==> config.mk <==
export PLATFORM = sky130hd
export DESIGN_NAME = tdm_demux8_flat
export DESIGN_NICKNAME = d
export VERILOG_FILES = /design/src/rtl/tdm_demux8_if.sv /design/src/rtl/tdm_demux8.sv /design/src/flat_wrapper.sv
export SDC_FILE = /design/constraint.sdc
export NUM_CORES = 1
export LEC_CHECK = 0
export BUFFER_PORTS_ARGS = -buffer_cell sky130_fd_sc_hd__buf_2
export CAP_MARGIN = 30
export CORE_ASPECT_RATIO = 0.75
export CORE_UTILIZATION = 54
export CTS_CLUSTER_DIAMETER = 40
export DETAILED_ROUTE_END_ITERATION = 12
export GPL_TIMING_DRIVEN = 0
export PLACE_DENSITY_LB_ADDON = 0.2
export SETUP_SLACK_MARGIN = 0.1
export SLEW_MARGIN = 0
export SYNTH_ARGS = -nofsm -noshare
export SYNTH_HDL_FRONTEND = slang
export SYNTH_SLANG_ARGS = --single-unit
export TNS_END_PERCENT = 10
==> constraint.sdc <==
create_clock -name clk -period 2.33 [get_ports clk]
set_input_delay 0.466 -clock clk [delete_from_list [all_inputs] [get_ports clk]]
set_output_delay 0.466 -clock clk [all_outputs]
set_load 0.02 [all_outputs]
==> src/rtl/tdm_demux8_if.sv <==
// tdm_demux8_if: serial slot stream in, reassembled frame and status out.
interface tdm_demux8_if #(parameter int W = 1);
  logic [W-1:0] din;
  logic din_valid;
  logic frame_sync;
  logic [8*W-1:0] dout;
  logic frame_valid;
  logic locked;
  logic [2:0] slot;
  logic sync_err;
  modport master (output din, din_valid, frame_sync, input dout, frame_valid, locked, slot, sync_err);
  modport slave (input din, din_valid, frame_sync, output dout, frame_valid, locked, slot, sync_err);
endinterface

==> src/rtl/tdm_demux8.sv <==
// tdm_demux8: 1-to-8 TDM demultiplexer with HUNT/LOCKED frame alignment.
module tdm_demux8 #(
  parameter int W = 1,
  parameter bit SYNC_EVERY_FRAME = 1'b1
) (
  input logic clk,
  input logic rst,
  tdm_demux8_if.slave bus
);
  localparam logic [0:0] HUNT = 1'b0;
  localparam logic [0:0] LOCKED = 1'b1;
  logic [0:0] state;
  logic [2:0] cnt;
  logic [7*W-1:0] shadow;
  logic [8*W-1:0] dout_r;
  logic fv, err;
  // Lane 7 never lands in the shadow; it goes straight into dout with lanes 6..0.
  always_ff @(posedge clk or posedge rst)
    if (rst) begin
      state <= HUNT;
      cnt <= '0;
      shadow <= '0;
      dout_r <= '0;
      fv <= 1'b0;
      err <= 1'b0;
    end else begin
      fv <= 1'b0;
      err <= 1'b0;
      if (bus.din_valid) begin
        if (state == HUNT) begin
          if (bus.frame_sync) begin
            shadow[0 +: W] <= bus.din;
            cnt <= 3'd1;
            state <= LOCKED;
          end
        end else if (bus.frame_sync) begin
          err <= cnt != 3'd0;
          shadow[0 +: W] <= bus.din;
          cnt <= 3'd1;
        end else if (cnt == 3'd0 && SYNC_EVERY_FRAME) begin
          err <= 1'b1;
          state <= HUNT;
        end else if (cnt == 3'd7) begin
          dout_r <= {bus.din, shadow};
          fv <= 1'b1;
          cnt <= 3'd0;
        end else begin
          shadow[cnt*W +: W] <= bus.din;
          cnt <= cnt + 3'd1;
        end
      end
    end
  assign bus.dout = dout_r;
  assign bus.frame_valid = fv;
  assign bus.locked = state == LOCKED;
  assign bus.slot = cnt;
  assign bus.sync_err = err;
endmodule

==> src/flat_wrapper.sv <==
// flat-port wrapper written by rule: the top's interface ports become plain ports
module tdm_demux8_flat 
#(
  parameter int W = 1,
  parameter bit SYNC_EVERY_FRAME = 1'b1
)
  (clk, rst, bus_din, bus_din_valid, bus_frame_sync, bus_dout, bus_frame_valid, bus_locked, bus_slot, bus_sync_err);
  tdm_demux8_if #(.W(W)) bus_i ();
  input logic clk;
  input logic rst;
  input wire logic [$bits(bus_i.din)-1:0] bus_din;
  input wire logic [$bits(bus_i.din_valid)-1:0] bus_din_valid;
  input wire logic [$bits(bus_i.frame_sync)-1:0] bus_frame_sync;
  output wire logic [$bits(bus_i.dout)-1:0] bus_dout;
  output wire logic [$bits(bus_i.frame_valid)-1:0] bus_frame_valid;
  output wire logic [$bits(bus_i.locked)-1:0] bus_locked;
  output wire logic [$bits(bus_i.slot)-1:0] bus_slot;
  output wire logic [$bits(bus_i.sync_err)-1:0] bus_sync_err;
  assign bus_i.din = bus_din;
  assign bus_i.din_valid = bus_din_valid;
  assign bus_i.frame_sync = bus_frame_sync;
  assign bus_dout = bus_i.dout;
  assign bus_frame_valid = bus_i.frame_valid;
  assign bus_locked = bus_i.locked;
  assign bus_slot = bus_i.slot;
  assign bus_sync_err = bus_i.sync_err;
  tdm_demux8 #(.W(W), .SYNC_EVERY_FRAME(SYNC_EVERY_FRAME)) u_core (.clk(clk), .rst(rst), .bus(bus_i));
endmodule
==> results of run 1 <==
[metrics by stage]
step	utilization, %	cell area (um2)	instances	setup slack [ns]
2_1_floorplan	-	1097	92	0.1624
3_3_place_gp	66.41	1210	131	0.04628
3_5_place_dp	66.41	1210	131	0.03040
4_1_cts	67.99	1239	135	0.02708
5_1_grt	69.57	1267	138	0.1178
6_report	69.57	1267	138	0.2459
[layout make-up]
class,instances,share of cell area [%]
multi-input cells,61,41.95
plain buffers,3,1.579
repair buffers,20,8.490
well taps,22,2.172
clock buffers,4,2.073
inverters,7,2.073
flip-flops and latches,21,41.66
[Yosys cell counts (all sizes together)]
cell type   n
nor2        4
dfrtp      21
or3         1
nor4b       1
a31oi       2
a2111oi     1
nor2b       1
nand4b      2
nand2       6
ha          9
mux2       15
o21ai       1
o22ai       2
and2b       1
nand4       5
a32oi       1
nor3b       1
nor3        4
nor4        1
a21oi       1
o221ai      1
buf         2
nand3       1
clkbuf      1
inv         7
[registers in the layout, summed over array words and instances, names as in the netlist]
| register | count |
|---|---|
| u_core.bus.slot | 3 |
| u_core.bus.locked | 1 |
| u_core.bus.dout | 8 |
| u_core.bus.sync_err | 1 |
| u_core.shadow | 7 |
| u_core.bus.frame_valid | 1 |
[metal layers]
| metal | share of wire [%] | vias to the layer above | global-route usage [%] |
|---|---|---|---|
| met5 | 0 | - | 0 |
| met4 | 2.2 | 0 | 3.846 |
| met3 | 4.0 | 5 | 8.148 |
| met2 | 43 | 13 | 30.86 |
| met1 | 51 | 376 | 26.83 |
| li1 | - | 382 | - |
[how the worst max path moves through the flow]
stage / start / endpoint / slack (ns) / cells after the start
after floorplan: u_core.bus.slot[1] / u_core.shadow[0] / 0.16 / 7
after global placement: u_core.bus.slot[0] / u_core.shadow[0] / 0.05 / 7
after detailed placement: u_core.bus.slot[0] / u_core.shadow[0] / 0.03 / 7
after CTS: u_core.bus.slot[0] / u_core.bus.dout[5] / 0.03 / 7
after global routing: u_core.bus.slot[0] / u_core.shadow[0] / 0.12 / 7
final: u_core.bus.slot[0] / u_core.shadow[0] / 0.25 / 7
[logic make-up after synthesis]
| group | share of synthesized area (%) |
|---|---|
| fa+ha+maj | 10.27 |
| flops | 47.94 |
| compound gates | 7.305 |
| buf+inv | 4.223 |
| mux | 15.41 |
| simple gates | 14.84 |
[where the power goes]
| group | switching (mW) | internal (mW) |
|---|---|---|
| sequential | 0.0771 | 0.452 |
| combinational | 0.434 | 0.300 |
| clock | 0.109 | 0.0669 |
| total | 0.620 | 0.819 |
[timing repair]
item                       4_1_cts  5_1_grt
buffers inserted                 0        3
setup endpoints to repair        9        9
cloned                           0        0
hold endpoints to repair         0        0
gates resized for setup          1        2
[critical path: cells and delay by family (launching register included)]
family                     cells  cell delay (ns)
AOI/OAI and AO/OA              1             0.15
muxes                          1             0.33
and+or+nand+nor                1             0.19
buffers and inverters          1             0.10
adders and majority gates      3             0.74
DFF                            1             0.46
==> results.cfg, run 1 <==
[yosys]
synthesis.area_mm2 = 0.001096
synth_warnings = 0
synth_nets = 106
synth_top_cell_area_share_pct = 47.95
synth_cell_types = 27
postSynthAreaPerCell_um2 = 11.91
synthesis.instances = 92
ys_seq_area_share_pct = 47.95
netlist.top_cell.by_area = dfrtp_1
synthTopCellsByArea = dfrtp_1 48%, ha_1 10%, mux2_2 8.2%, mux2_1 7.2%, nand4_1 2.9%
synth_seq_cells = 21

[timing]
period_share_pct = 89.45
tightest_slew_ns = 0.7802
hold_violations = 0
slew_violations = 0
fmax_ghz = 0.4798
fin_skew_ns = 0.002568
rsz0062_at_grt = false
period_minus_slack_ns = 2.084
setup_viol = 0
relSlewSlack_pct = 47.93
fin_setup_tns_ns = 0
holdWs_ns = 0.2814

[setup_path]
r2r-start = u_core.bus.slot[0]
path_max_fanout = 8
r2r_setup_slack_ns = 0.25
crit_path_end_kind = flip-flop
crit_arrival_ns = 2.29
slowest_delay_ns = 0.46
r2r_end = u_core.shadow[0]
critPathSlowestCell = dfrtp_2
path_common_cell = ha_1
worstSetupStartpointType = flip-flop
required_ns = 2.53
reg2regPathDepth = 7
crit_chain = inv_1 -> ha_1 -> ha_1 -> ha_1 -> nor2b_4 -> o221ai_1 -> mux2_1
criticalPathCategory = flip-flop to flip-flop

[clocking]
htree_levels = 1
cts.sinks = 21
cts_hold_buf = 0
clockBufferDepth = 2
clock_latency_ns = 0.31
cts_buffers = 3
clockRootBuffer = clkbuf_4
cts_tree = done
path_clk_slew_ns = 0.11

[detailed_routing]
via_per_inst = 5.623
ant_nets = 0
route.detailed.drc = 0
vias = 776
routed_wl_um = 1930
routedWlPerCell_um = 13.99
firstDrtPassIters = 4
drt_iter0_markers = 10

[flow_run]
maxCapViolCount = 0

[pwr]
total_power_mw = 1.438
power.density_mw_per_mm2 = 1135
p_leak_nw = 0.6586
ir_worst_vdd_uv = 666.0

[die]
start_util_pct = 60.16
ioPinCount = 19
die_y_um = 41.02
die_area_mm2 = 0.002216
coreArea_mm2 = 0.001822
die_w_um = 54.02
num_rows = 13

[final_layout]
ff_latch_area_um2 = 528.0
multi_input_comb_area_um2 = 531.8
final_cell_mix = 19 x dfrtp_1, 18 x buf_2, 9 x ha_1
insertedDiodeCount = 0
layout-drive-gt1-share_pct = 33.62
num-fill-cells = 141
final_common_cell = dfrtp_1
fin_nets = 131
syn_to_final_growth_pct = 15.64

[global_routing]
grt_start_max_net_pins = 22
antenna_found_initial = 0
grt_first_pass_wirelength_um = 3001
grt_overflow = 0
grt_pass1_vias = 671
track_usage_pct = 20.05

[place]
portBuffers = 17
gp_congestion = 0.8360
hpwl_um = 1298

[min_path]
hp-class = input pin to async pin

[status]
status = finished, final reports clean
No activity file was read; power rests on OpenSTA's default activity.
==> run 2: changes to the inputs <==
- CORE_ASPECT_RATIO: 0.75 -> 0.7
==> run 2 against run 1 <==
Net effect:
- clock power decreased by 2%
- first-iteration DRC count increased by 80%
- register-to-register slack got worse by 0.02 ns
- sequential power about the same
- non-clock buffer count unchanged
- largest cell class unchanged
- cell count unchanged
- combinational power increased by 1%
- clock skew increased by 0.0046 ns
- global-route usage increased by 0.057 points
==> results.cfg, run 2 (synthesis gave the netlist of run 1 again) <==
[setup_path]
crit_arrival_ns = 2.30
r2r-start = u_core.bus.slot[0]
worstSetupStartpointType = flip-flop
r2r_end = u_core.shadow[0]
crit_path_end_kind = flip-flop
path_max_fanout = 8
criticalPathCategory = flip-flop to flip-flop
r2r_setup_slack_ns = 0.23
reg2regPathDepth = 7
required_ns = 2.52

[final_layout]
insertedDiodeCount = 0
largest_reg_flops = 8
layout-drive-gt1-share_pct = 33.62
num-fill-cells = 146
fin_cells = 138
syn_to_final_growth_pct = 15.64
multi_input_comb_area_um2 = 531.8
final_cell_mix = 19 x dfrtp_1, 18 x buf_2, 9 x ha_1
finish.utilization_pct = 67.18
final_common_cell = dfrtp_1
fin_nets = 131
ff_latch_area_um2 = 528.0
fin_area_mm2 = 0.001267

[die]
num_rows = 13
start_util_pct = 58.09
die_area_mm2 = 0.002217
coreArea_mm2 = 0.001887
die_w_um = 55.85
ioPinCount = 19
die_y_um = 39.70

[place]
pre_cts_ws_ns = -0.07436
dpl.cell_count = 131
post_dp_cell_area_mm2 = 0.001210
portBuffers = 17
hpwl_um = 1463
gp_congestion = 0.7649

[timing]
tightest_slew_ns = 0.7750
fin_setup_tns_ns = 0
rsz0062_at_grt = true
period_share_pct = 90.24
hold_violations = 0
finalWorstSetupSlack_ns = 0.2275
holdWs_ns = 0.2797
setup_viol = 0
relSlewSlack_pct = 48.28
slew_violations = 0
fmax_ghz = 0.4756
period_minus_slack_ns = 2.102
fin_skew_ns = 0.007151

[detailed_routing]
routedWlPerCell_um = 14.61
routed_wl_um = 2016
drt_iter0_markers = 18
route.detailed.drc = 0
vias = 791
ant_nets = 0
via_per_inst = 5.732
firstDrtPassIters = 4

[global_routing]
met1_usage_pct = 24.54
busiest_layer = met2
grt_pass1_vias = 713
grt_overflow = 0
grt_first_pass_wirelength_um = 3208
track_usage_pct = 20.11
grt_start_max_net_pins = 22
use_met2_pct = 34.94
antenna_found_initial = 0
grtUsageMet3_pct = 6.931

[pwr]
ir_worst_vdd_uv = 860.5
total_power_mw = 1.445
p_leak_nw = 0.6586
power.density_mw_per_mm2 = 1140

[clocking]
cts_buffers = 3
htree_levels = 1
cts.sinks = 21
clockRootBuffer = clkbuf_4
cts_tree = done
cts_hold_buf = 0
clockBufferDepth = 2
path_clk_slew_ns = 0.11
clock_latency_ns = 0.31

[min_path]
hp-class = input pin to async pin

[flow_run]
maxCapViolCount = 0

[status]
status = finished, final reports clean
-- run 2: repair_timing --
item | CTS | global route
endpoints found under the setup margin | 9 | 10
buffers inserted | 1 | 2
resized for setup | 1 | 2
-- run 2: how the worst max path moves through the flow --
stage	startpoint	to	slack (ns)	cells past startpoint
finish	u_core.bus.slot[0]	u_core.shadow[0]	0.23	7
global route	u_core.bus.slot[1]	u_core.bus.dout[0]	0.1	8
CTS	u_core.bus.slot[0]	u_core.shadow[0]	0.08	7
detailed placement	u_core.bus.slot[0]	u_core.shadow[0]	-0.07	7
global placement	u_core.bus.slot[0]	u_core.shadow[0]	-0.02	7
floorplan	u_core.bus.slot[1]	u_core.shadow[0]	0.16	7
-- run 2: layout make-up --
type | instances | area share [%]
multi-input cells | 61 | 41.95
flip-flops and latches | 21 | 41.66
repair buffers | 20 | 8.490
well taps | 22 | 2.172
clock buffers | 4 | 2.073
inverters | 7 | 2.073
plain buffers | 3 | 1.579
-- run 2: critical path, cell delays in order (launching register included) --
cell and delay [ns]:
dfrtp_2 0.45, inv_1 0.10, ha_1 0.22, ha_1 0.27, ha_1 0.25, nor2b_4 0.20, o221ai_1 0.16, mux2_1 0.34
-- run 2: report_power, final --
group / leakage [nW] / internal, mW / total [mW] / switching, mW
Combinational: 0.365 / 0.301 / 0.741 / 0.440
Sequential: 0.279 / 0.452 / 0.532 / 0.0798
Clock: 0.0150 / 0.0669 / 0.172 / 0.105
Total: 0.659 / 0.820 / 1.45 / 0.625
-- run 2: metal layers --
metal	part of all wire (%)	vias up
met5	0	-
met4	1.2	0
met3	4.4	4
met2	46	17
met1	48	387
li1	-	383
==> run 3: changes to the inputs <==
- CELL_PAD_IN_SITES_DETAIL_PLACEMENT: not set -> 2
- CELL_PAD_IN_SITES_GLOBAL_PLACEMENT: not set -> 2
- CORE_UTILIZATION: 54 -> 35
- CTS_CLUSTER_SIZE: not set -> 16
==> run 3 against run 2 <==
Net effect:
- utilization decreased by 22 points
- first-iteration DRC count increased by 78%
- wire length increased by 49%
- sequential cell count unchanged
- register-to-register slack got worse by 0.06 ns
- clock power increased by 44%
- critical endpoint unchanged
==> results.cfg, run 3 (synthesis gave the netlist of run 1 again) <==
[status]
status = finished, final reports clean

[setup_path]
critical-path-top-delay-family = adder cells
path_max_fanout = 11
worstSetupStartpointType = flip-flop
path_common_cell = ha_1
worst-path-buf-inv = 1
r2r_setup_slack_ns = 0.17
slowest_delay_ns = 0.49
crit_path_end_kind = flip-flop
critPathLaunch = u_core.bus.slot[0]
r2r-start = u_core.bus.slot[0]
critPathSlowestCell = dfrtp_2
required_ns = 2.47
criticalPathCategory = flip-flop to flip-flop
reg2regPathDepth = 7
crit_arrival_ns = 2.30
crit_chain = inv_1 -> ha_1 -> ha_2 -> ha_1 -> nor2b_4 -> o221ai_2 -> mux2_1
r2r_end = u_core.shadow[0]

[pwr]
p_leak_nw = 0.6603
ir_worst_vdd_uv = 467.5
total_power_mw = 1.573
p_switching_mw = 0.7045
comb_power_share_pct = 49.5
p_sw_share_pct = 44.78
p_clk_share_pct = 15.7
power.density_mw_per_mm2 = 1206
seqPwrFrac_pct = 34.8
p_int_mw = 0.8688

[detailed_routing]
routed_wl_um = 2997
route.detailed.drc = 0
firstDrtPassIters = 4
vias = 820
via_per_inst = 5.430
drt_iter0_markers = 32
routedWlPerCell_um = 19.85
ant_nets = 0

[global_routing]
grt_start_max_net_pins = 22
track_usage_pct = 21.31
grt_overflow = 0
grt_first_pass_wirelength_um = 4981
grt_pass1_vias = 947
antenna_found_initial = 0

[timing]
slew_violations = 0
fmax_ghz = 0.4626
finalWorstSetupSlack_ns = 0.1681
hold_violations = 0
relSlewSlack_pct = 44.21
period_share_pct = 92.79
rsz0062_at_grt = true
fin_skew_ns = 0.009711
tightest_slew_ns = 0.8360
holdWs_ns = 0.3519
setup_viol = 0
period_minus_slack_ns = 2.162

[place]
gp_congestion = 0.7859
hpwl_um = 2059
portBuffers = 17
dpl.cell_count = 145
pre_cts_ws_ns = -0.2154

[flow_run]
maxCapViolCount = 0

[clocking]
cts_hold_buf = 0
cts_buffers = 3
clockRootBuffer = clkbuf_8
cts.sinks = 21
clock_latency_ns = 0.27
path_clk_slew_ns = 0.08
cts_tree = done
clockBufferDepth = 2
htree_levels = 1

[min_path]
hp-class = input pin to async pin

[die]
die_area_mm2 = 0.003363
coreArea_mm2 = 0.002883
start_util_pct = 38.02
ioPinCount = 19
num_rows = 16
die_w_um = 68.89
die_y_um = 48.82

[final_layout]
final_common_cell = dfrtp_1
layout-drive-gt1-share_pct = 34.78
fin_cells = 151
syn_to_final_growth_pct = 19.06
finish.utilization_pct = 45.27
fin_nets = 130
final_cell_mix = 19 x dfrtp_1, 18 x buf_2, 8 x mux2_2, 8 x ha_1
largest_reg_flops = 8
insertedDiodeCount = 0
==> run 3: cell types whose count changed in the layout (fill, tap and decap cells not counted), sizes merged <==
| cell | delta |
|---|---|
| buf | -1 |
==> run 3: cell type report <==
cell class                      count  area [um2]
Buffer                              3       20.02
Timing Repair Buffer               19       100.1
Multi-Input combinational cell     61       540.5
Fill cell                         304        1578
Inverter                            7       26.28
Tap cell                           36       45.04
Sequential cell                    21       528.0
Clock buffer                        4       45.04
==> run 3: worst reg2reg max path: cells and delay by family, from the launching register on <==
kind                     cells  cell delay (ns)
AO/OA/AOI/OAI                1             0.15
adder cells (fa/ha/maj)      3             0.72
flip-flops                   1             0.49
buffers and inverters        1             0.13
multiplexers                 1             0.34
AND/OR/NAND/NOR              1             0.23
==> run 3: timing repair <==
item / 4_1_cts / 5_1_grt
endpoints found under the setup margin: 11 / 13
gates resized for setup: 5 / 0
setup buffers: 2 / 0
==> run 3: routing by layer <==
metal	wire, um	track usage [%]
met3	82	4.907
met1	1316	26.91
met5	0	0
met2	1572	36.41
met4	27	4.762
==> run 3: power by group through the flow <==
stage / clock (mW) / sequential [mW] / combinational [mW]
2_1_floorplan: 0 / 0.592 / 0.462
3_3_place_gp: 0 / 0.541 / 0.688
3_5_place_dp: 0 / 0.551 / 0.738
4_1_cts: 0.253 / 0.549 / 0.781
5_1_grt: 0.270 / 0.562 / 0.856
6_report: 0.247 / 0.547 / 0.779
==> run 3: how the worst max path moves through the flow <==
stage	end	depth (start not counted)
after floorplan	u_core.shadow[0]	7
after global placement	u_core.shadow[0]	7
after detailed placement	u_core.shadow[0]	7
after CTS	u_core.shadow[0]	7
final	u_core.shadow[0]	7
after global routing	u_core.bus.dout[3]	8
==> run 3: metrics by stage <==
step | setup TNS [ns] | area [um2]
after floorplan | 0 | 1097
after global placement | -0.6441 | 1227
after detailed placement | -1.095 | 1227
after CTS | 0 | 1305
after global routing | 0 | 1305
final | 0 | 1305
